==> config.mk <==
export PLATFORM = sky130hd
export DESIGN_NAME = m72_irq_scheduler
export DESIGN_NICKNAME = d
export VERILOG_FILES = /design/src/rtl/m72_irq_scheduler.sv
export SDC_FILE = /design/constraint.sdc
export NUM_CORES = 1
export LEC_CHECK = 0
export CAP_MARGIN = 40
export CORE_UTILIZATION = 42
export CTS_CLUSTER_DIAMETER = 30
export CTS_CLUSTER_SIZE = 25
export DETAILED_ROUTE_END_ITERATION = 12
export PLACE_DENSITY = 0.81
export SLEW_MARGIN = 15
export SYNTH_ARGS = -nofsm -noshare
export SYNTH_HDL_FRONTEND = slang
export SYNTH_SLANG_ARGS = --single-unit
==> constraint.sdc <==
create_clock -name CLK_32M -period 3.2 [get_ports CLK_32M]
set_clock_uncertainty 0.05 [all_clocks]
set_input_delay 0.48 -clock CLK_32M [delete_from_list [all_inputs] [get_ports CLK_32M]]
set_output_delay 0.48 -clock CLK_32M [all_outputs]
set_load 0.02 [all_outputs]
==> src/rtl/m72_irq_scheduler.sv <==
// Interrupt scheduler: turns VBLK rising edges and raster-line matches into a
// prioritised CPU interrupt request with vector, completed by an INTA handshake.
module m72_irq_scheduler #(
    parameter logic [7:0]  VEC_VBL  = 8'h20,
    parameter logic [7:0]  VEC_RAST = 8'h22,
    parameter int unsigned HOLDOFF  = 2
) (
    input  logic        CLK_32M,
    input  logic        RESET_N,
    input  logic        CE_PIX,
    input  logic [8:0]  V,
    input  logic        HBLK,
    input  logic        VBLK,
    input  logic [15:0] D,
    input  logic        A0,
    input  logic        LSET,
    input  logic        ESET,
    input  logic        INTA,
    output logic        INTREQ,
    output logic [7:0]  VECTOR,
    output logic [8:0]  RAST_LINE,
    output logic [1:0]  PENDING,
    output logic [1:0]  dbg_state
);

    typedef enum logic [1:0] {
        S_IDLE = 2'd0,
        S_REQ  = 2'd1,
        S_ACK  = 2'd2,
        S_HOLD = 2'd3
    } state_e;

    localparam int unsigned    CW        = (HOLDOFF > 1) ? $clog2(HOLDOFF) : 1;
    localparam logic [CW-1:0]  HOLD_LAST = CW'(HOLDOFF - 1);

    state_e        state_q, state_d;
    logic          sel_q, sel_d;          // 0 = VBL, 1 = RAST
    logic [7:0]    vector_q, vector_d;
    logic [8:0]    line_q, line_d;
    logic [1:0]    en_q, en_d;            // {rast, vbl}
    logic [1:0]    pending_q, pending_d;
    logic          hblk_q, hblk_d;
    logic          vblk_q, vblk_d;
    logic          inta_q;
    logic [CW-1:0] hold_cnt_q, hold_cnt_d;

    logic       vbl_ev, rast_ev, inta_edge, ack, withdraw;
    logic [1:0] set_v, en_off, ack_clr, sel_mask;

    always_ff @(posedge CLK_32M or negedge RESET_N) begin
        if (!RESET_N) begin
            state_q    <= S_IDLE;
            sel_q      <= 1'b0;
            vector_q   <= 8'h00;
            line_q     <= 9'h000;
            en_q       <= 2'b00;
            pending_q  <= 2'b00;
            hblk_q     <= 1'b0;
            vblk_q     <= 1'b0;
            inta_q     <= 1'b0;
            hold_cnt_q <= '0;
        end else begin
            state_q    <= state_d;
            sel_q      <= sel_d;
            vector_q   <= vector_d;
            line_q     <= line_d;
            en_q       <= en_d;
            pending_q  <= pending_d;
            hblk_q     <= hblk_d;
            vblk_q     <= vblk_d;
            inta_q     <= INTA;
            hold_cnt_q <= hold_cnt_d;
        end
    end

    // Register writes, event detection and pending latches. Compares use the
    // registered line/enables, so a write only takes effect on the next clock.
    always_comb begin
        line_d = line_q;
        if (LSET) begin
            if (A0) line_d[8]   = D[0];
            else    line_d[7:0] = D[7:0];
        end
        en_d   = ESET ? D[1:0] : en_q;
        hblk_d = CE_PIX ? HBLK : hblk_q;
        vblk_d = CE_PIX ? VBLK : vblk_q;

        vbl_ev    = CE_PIX & VBLK & ~vblk_q;
        rast_ev   = CE_PIX & HBLK & ~hblk_q & (V == line_q);
        set_v     = {rast_ev & en_q[1], vbl_ev & en_q[0]};
        en_off    = {2{ESET}} & ~D[1:0];
        inta_edge = INTA & ~inta_q;
        sel_mask  = sel_q ? 2'b10 : 2'b01;
        ack       = (state_q == S_REQ) & inta_edge;
        ack_clr   = ack ? sel_mask : 2'b00;

        // Set wins over a same-cycle clear, which is how events merge into an ack.
        pending_d = (pending_q & ~(ack_clr | en_off)) | set_v;
        withdraw  = (state_q == S_REQ) & ~ack & ((pending_d & sel_mask) == 2'b00);
    end

    always_comb begin
        state_d    = state_q;
        sel_d      = sel_q;
        vector_d   = vector_q;
        hold_cnt_d = (state_q == S_HOLD) ? hold_cnt_q + 1'b1 : '0;
        case (state_q)
            S_IDLE: begin
                if (pending_q != 2'b00) begin
                    state_d  = S_REQ;
                    sel_d    = ~pending_q[0];
                    vector_d = pending_q[0] ? VEC_VBL : VEC_RAST;
                end
            end
            S_REQ: begin
                if (ack)           state_d = S_ACK;
                else if (withdraw) state_d = S_HOLD;
            end
            S_ACK:  state_d = S_HOLD;
            S_HOLD: begin
                if (hold_cnt_q == HOLD_LAST) state_d = S_IDLE;
            end
            default: state_d = S_IDLE;
        endcase
    end

    always_comb begin
        INTREQ    = (state_q == S_REQ);
        VECTOR    = vector_q;
        RAST_LINE = line_q;
        PENDING   = pending_q;
        dbg_state = state_q;
    end

endmodule

## Word level (Yosys, flattened, before mapping)

Cells that the tools add are included.

- Input bits: 34
- Output and inout port bits: 22
- Bits in registers: 28
- Logic and storage cells: 59

- Mux-type cells: 9
- Bitwise logic cells: 24
- Reductions and logical operators: 7
- Eq/ne operators: 7
- $add $sub $neg: 1

Operators by type and width:

| cell | number |
|---|---|
| $mux 2 | 7 |
| $and 1x1->1 | 11 |
| $eq 9x9->1 | 1 |
| $pmux 2 s4 | 1 |
| $and 2x2->2 | 3 |
| $not 1->1 | 6 |
| $reduce_and 2->1 | 3 |
| $eq 2x2->1 const B | 2 |
| $logic_not 2->1 | 2 |
| $ne 2x2->1 const B | 2 |
| $not 2->2 | 2 |
| $or 2x2->2 | 2 |
| $ne 3x1->1 const B | 1 |
| $reduce_and 3->1 | 1 |
| $eq 2x1->1 const B | 1 |
| $reduce_bool 2->1 | 1 |
| $add 1x1->1 const B | 1 |
| $mux 1 | 1 |

## Logic depth before layout (Yosys ltp)

- Depth in word-level cells: 14
- Gate-level depth with buffers: 6
- Gate-level depth less buffers: 6

## Worst setup path before layout

No wires, ideal clock.

- Kind: register to register
- Start: register state_q[1] (netlist: dbg_state[1])
- End: register state_q[1] (netlist: dbg_state[1])
- Path buffers: 0
- Path slack: 1.389 ns
- Stages on the path, launching flop included: 7
- Period minus slack after synthesis: 1.811 ns
- Arrival: 1.623 ns
- Cells stage by stage: dfrtp_1 -> inv_1 -> ha_1 -> o21ai_0 -> a31o_2 -> mux2i_1 -> o311ai_2

- Cells in the longest elaborated chain, start to end: 12
- Elaborated cells on any way between the ends: 21
- Classes of those cells: eq/ne: 6; mux: 3; bitwise: 9; reduce/logical: 3

RTL lines:

| element | RTL line | source |
|---|---|---|
| from (decl) | 36 | `state_e state_q, state_d;` |
| from (signal assigned) | 63 | `state_q <= state_d;` |
| $eq 2x1->1 (*) | n/a |  |
| via INTREQ | 19 | `output logic INTREQ,` |
| $and 1x1->1 | 94 | `ack = (state_q == S_REQ) & inta_edge;` |
| $mux 2 | 95 | `ack_clr = ack ? sel_mask : 2'b00;` |
| $or 2x2->2 | 98 | `pending_d = (pending_q & ~(ack_clr \| en_off)) \| set_v;` |
| $not 2->2 | 98 |  |
| $and 2x2->2 | 98 |  |
| $or 2x2->2 | 98 |  |
| $and 2x2->2 | 99 | `withdraw = (state_q == S_REQ) & ~ack & ((pending_d & sel_mask) == 2'b00);` |
| $logic_not 2->1 | 99 |  |
| $and 1x1->1 | 99 |  |
| $ne 3x1->1 (no source line) | n/a |  |
| $reduce_and 3->1 (no source line) | n/a |  |

Mark *: on every way through the listed nets, which the timed path passes. The rest lies on a longest branch.
A chain may end at the register's enable or synchronous reset.

## Worst setup path in the final report

- Start: register state_q[1] (netlist: dbg_state[1])
- End: output INTREQ

- Cells in the longest elaborated chain, start to end: 1

RTL lines:

| element | RTL line | source |
|---|---|---|
| $eq 2x1->1 | 128 | `INTREQ = (state_q == S_REQ);` |
| to (decl) | 19 |  |

Every way passes these cells.

==> results_tabular.tex <==
\begin{tabular}{lr}
\hline
Metric & Value \\
\hline
\multicolumn{2}{l}{\textbf{Run status}} \\
Outcome & complete, no violations \\
\multicolumn{2}{l}{\textbf{Synth}} \\
Multiplexer fraction of the synthesized cell area & 0.130 \\
Flip-flop cell with the highest count after synthesis & sky130\_fd\_sc\_hd\_\_dfrtp\_1 \\
Simple-gate portion of the synthesized area & 0.134 \\
Cell type with the highest aggregate area in the netlist & sky130\_fd\_sc\_hd\_\_dfrtp\_1 \\
Area fraction in compound gates after synthesis & 0.0864 \\
Xor and xnor fraction of the mapped netlist area & 0.0707 \\
Synth area leaders & sky130\_fd\_sc\_hd\_\_dfrtp\_1, sky130\_fd\_sc\_hd\_\_mux2\_2, sky130\_fd\_sc\_hd\_\_xor2\_1 \\
Synth Register Bits & 21 \\
Leading cell types by count after synthesis & sky130\_fd\_sc\_hd\_\_dfrtp\_1, sky130\_fd\_sc\_hd\_\_mux2\_2, sky130\_fd\_sc\_hd\_\_buf\_4, sky130\_fd\_sc\_hd\_\_xor2\_1 \\
Average cell area after synthesis & 11.1 um\^{}2 \\
Post-synth top area share & 0.471 \\
Distinct cell type count of the synthesized netlist & 27 \\
EDFF count, synth & 0 \\
Share of synthesized area occupied by flip-flops and latches & 0.471 \\
Cells after Synth & 100 \\
Ys async rst share & 1.00 \\
Largest family of logic cells by synthesized area & simple AND/OR/NAND/NOR gates \\
Adder-Cell Fraction of Synth Area & 0.0337 \\
Most repeated cell in the gate-level netlist after synthesis & sky130\_fd\_sc\_hd\_\_dfrtp\_1 \\
Synthesis Warnings & 0 \\
Post-synthesis instance area & 1110 um\^{}2 \\
\multicolumn{2}{l}{\textbf{Worst setup path}} \\
Data arrival time of the critical path & 1.76 ns \\
R2r setup slk & 1.47 ns \\
Kind of launch point of the worst setup path & register \\
Required time reported for the critical path endpoint & 2.67 ns \\
CP Capture Type & output port \\
Kind of critical path & register to output port \\
Crit-path max FO & 5 \\
\multicolumn{2}{l}{\textbf{GRT}} \\
Total grt overflow & 0 \\
Vias in the first global route & 913 \\
Global-route wire length before repair & 3680 um \\
Number of antenna violations at the first check in global routing & 0 \\
Maximum number of pins on one net before global-route repair & 18 \\
GRT Resource Usage Total & 0.187 \\
\multicolumn{2}{l}{\textbf{Placed design}} \\
Total of buffers placed on input and output ports & 41 \\
Total placed instance area & 1550 um\^{}2 \\
HPWL after DPL & 1740 um \\
Final weighted congestion in routability-driven placement & 0.736 \\
Placed Instances & 169 \\
Worst setup slack before clock tree synthesis & 1.01 ns \\
\multicolumn{2}{l}{\textbf{Final layout}} \\
Fin area & 1580 um\^{}2 \\
Area Growth Syn to Fin & 41.6\% \\
Number of nets at the end of the flow & 181 \\
Share of final-layout standard cells stronger than drive strength 1 & 0.147 \\
Area taken by flip-flops and latches & 526 um\^{}2 \\
Non-filler instance count after layout & 173 \\
Number of fill cells & 213 \\
Area of the multi-input gates & 529 um\^{}2 \\
Antenna diode instance count & 0 \\
\multicolumn{2}{l}{\textbf{Clock tree}} \\
Cts repair resizes & 0 \\
Number of clock sinks & 21 \\
Quantity of hold-fixing buffers added after cts & 0 \\
Clock buffers created by TritonCTS & 3 \\
Deepest clock path buffer count & 2 \\
Clock latency of the later-clocked register in the worst-skew pair & 0.30 ns \\
Total number of H-tree levels & 1 \\
Number of buffers inserted to repair setup after CTS & 0 \\
CTS Root Buffer Type & sky130\_fd\_sc\_hd\_\_clkbuf\_4 \\
TritonCTS clock tree & yes \\
Clock-pin slew on the worst setup and hold paths & 0.12 ns \\
\multicolumn{2}{l}{\textbf{Drt}} \\
Post-route ant nets & 0 \\
WL per Instance & 12.7 um \\
DRT Wirelength & 2190 um \\
First-pass detailed-route iteration total & 4 \\
Routed vias/inst & 5.03 \\
Detailed-route DRC error count & 0 \\
Routed via count & 871 \\
1st-iter DRT viols & 4 \\
\multicolumn{2}{l}{\textbf{Floorplan}} \\
Die Height & 53.5 um \\
Initial standard-cell utilization of the core & 0.446 \\
Number of top-level design ports & 56 \\
Width of the die & 53.5 um \\
Area enclosed by the die boundary & 2860 um\^{}2 \\
Number of placement rows & 18 \\
Core area & 2500 um\^{}2 \\
\multicolumn{2}{l}{\textbf{STA}} \\
Post-route fraction of the period consumed by the critical path & 0.717 \\
Clock period minus worst slack & 2.29 ns \\
Final setup TNS & 0 ns \\
Final Hold Fails & 0 \\
Final setup violating endpoints & 0 \\
Unrepaired setup endpoints after global routing & no \\
Worst setup margin & 0.905 ns \\
Headroom to the max-slew limit & 0.531 \\
Max Transition Viols Final & 0 \\
Actual slew at the worst max-slew pin & 0.703 ns \\
Max Freq & 0.436 GHz \\
\multicolumn{2}{l}{\textbf{Power}} \\
Sum of internal, switching and leakage power & 0.882 mW \\
Static Leakage & 0.660 nW \\
Power density relative to cell area & 558 nW/um\^{}2 \\
Worst vdd ir & 0.000399 V \\
\multicolumn{2}{l}{\textbf{Min path}} \\
Tightest Hold Check Type & primary input to asynchronous set/reset pin \\
\multicolumn{2}{l}{\textbf{Flow run}} \\
Max-cap viol count & 0 \\
\hline
\end{tabular}
stage by stage:
step / utilization / hold slack (ns)
after floorplan: - / 0.134
after global placement: 0.610 / 0.367
after detailed placement: 0.621 / 0.380
after CTS: 0.632 / 0.377
after global routing: 0.632 / 0.382
final: 0.632 / 0.380
cells in the final DEF (no fill, tap or decap):
master and count:
sky130_fd_sc_hd__nand2b_1 2, sky130_fd_sc_hd__and4_1 1, sky130_fd_sc_hd__a21oi_1 5, sky130_fd_sc_hd__mux2i_1 1, sky130_fd_sc_hd__nor2_1 5, sky130_fd_sc_hd__o21ai_0 6, sky130_fd_sc_hd__clkbuf_4 3, sky130_fd_sc_hd__buf_16 1
sky130_fd_sc_hd__nand2_1 3, sky130_fd_sc_hd__inv_1 6, sky130_fd_sc_hd__nor4b_1 1, sky130_fd_sc_hd__o311ai_2 1, sky130_fd_sc_hd__conb_1 6, sky130_fd_sc_hd__o22a_2 1, sky130_fd_sc_hd__a31o_2 1, sky130_fd_sc_hd__xor2_1 7
sky130_fd_sc_hd__clkdlybuf4s50_1 41, sky130_fd_sc_hd__nand3_1 3, sky130_fd_sc_hd__xnor2_1 2, sky130_fd_sc_hd__ha_1 3, sky130_fd_sc_hd__mux2_2 12, sky130_fd_sc_hd__dfrtp_1 21, sky130_fd_sc_hd__nor2b_1 2, sky130_fd_sc_hd__and2_1 1
sky130_fd_sc_hd__a31oi_1 1, sky130_fd_sc_hd__clkbuf_1 1, sky130_fd_sc_hd__nor4_2 2, sky130_fd_sc_hd__nand4_1 2, sky130_fd_sc_hd__nand4b_1 2
where the power goes:
group	total [mW]	internal (mW)	switching (mW)
clock	0.129	0.0486	0.0802
combinational	0.404	0.203	0.200
sequential	0.349	0.311	0.0380
registers in the layout, summed over array words and instances, names as in the netlist:
register,flops
hold_cnt_q,1
PENDING,2
dbg_state,2
inta_q,1
RAST_LINE,9
VECTOR,2
hblk_q,1
vblk_q,1
en_q,2
final timing paths:
path,startpoint,to,cells past startpoint
max in group asynchronous,RESET_N,PENDING[1],2
min in group CLK_32M,hold_cnt_q,hold_cnt_q,1
worst max-delay path,dbg_state[1],INTREQ,3
worst max register to register,dbg_state[1],dbg_state[1],6
worst min register to register,hold_cnt_q,hold_cnt_q,1
worst min-delay path,RESET_N,inta_q,1
cell type report:
| cell class | instances | area share |
|---|---|---|
| Sequential cell | 21 | 0.333 |
| Timing Repair Buffer | 42 | 0.277 |
| Clock buffer | 4 | 0.0166 |
| Tap cell | 30 | 0.0238 |
| Inverter | 6 | 0.0143 |
| Multi-Input combinational cell | 70 | 0.335 |
per-layer routing:
layer / vias to the layer above / global-route usage / part of all wire
met3: 4 / 0.0632 / 0.086
met5: - / 0 / 0
met1: 403 / 0.197 / 0.42
li1: 420 / - / -
met2: 44 / 0.321 / 0.47
met4: 0 / 0.105 / 0.021
cell families (layout without fill, tap and decap cells):
group                      after synthesis  count (layout)
AOI/OAI and AO/OA                       15              15
xor gates and xnor gates                 9               9
adders and majority gates                3               3
buffers and inverters                   14              52
DFF                                     21              21
muxes                                   13              13
other                                    1               6
and+or+nand+nor                         24              24
critical path: stages, from the launching register on:
cell                              delay [ns]
sky130_fd_sc_hd__dfrtp_1                0.43
sky130_fd_sc_hd__inv_1                  0.17
sky130_fd_sc_hd__ha_1                   0.25
sky130_fd_sc_hd__clkdlybuf4s50_1        0.62
Note: power is estimated with default switching activity, not from simulation.
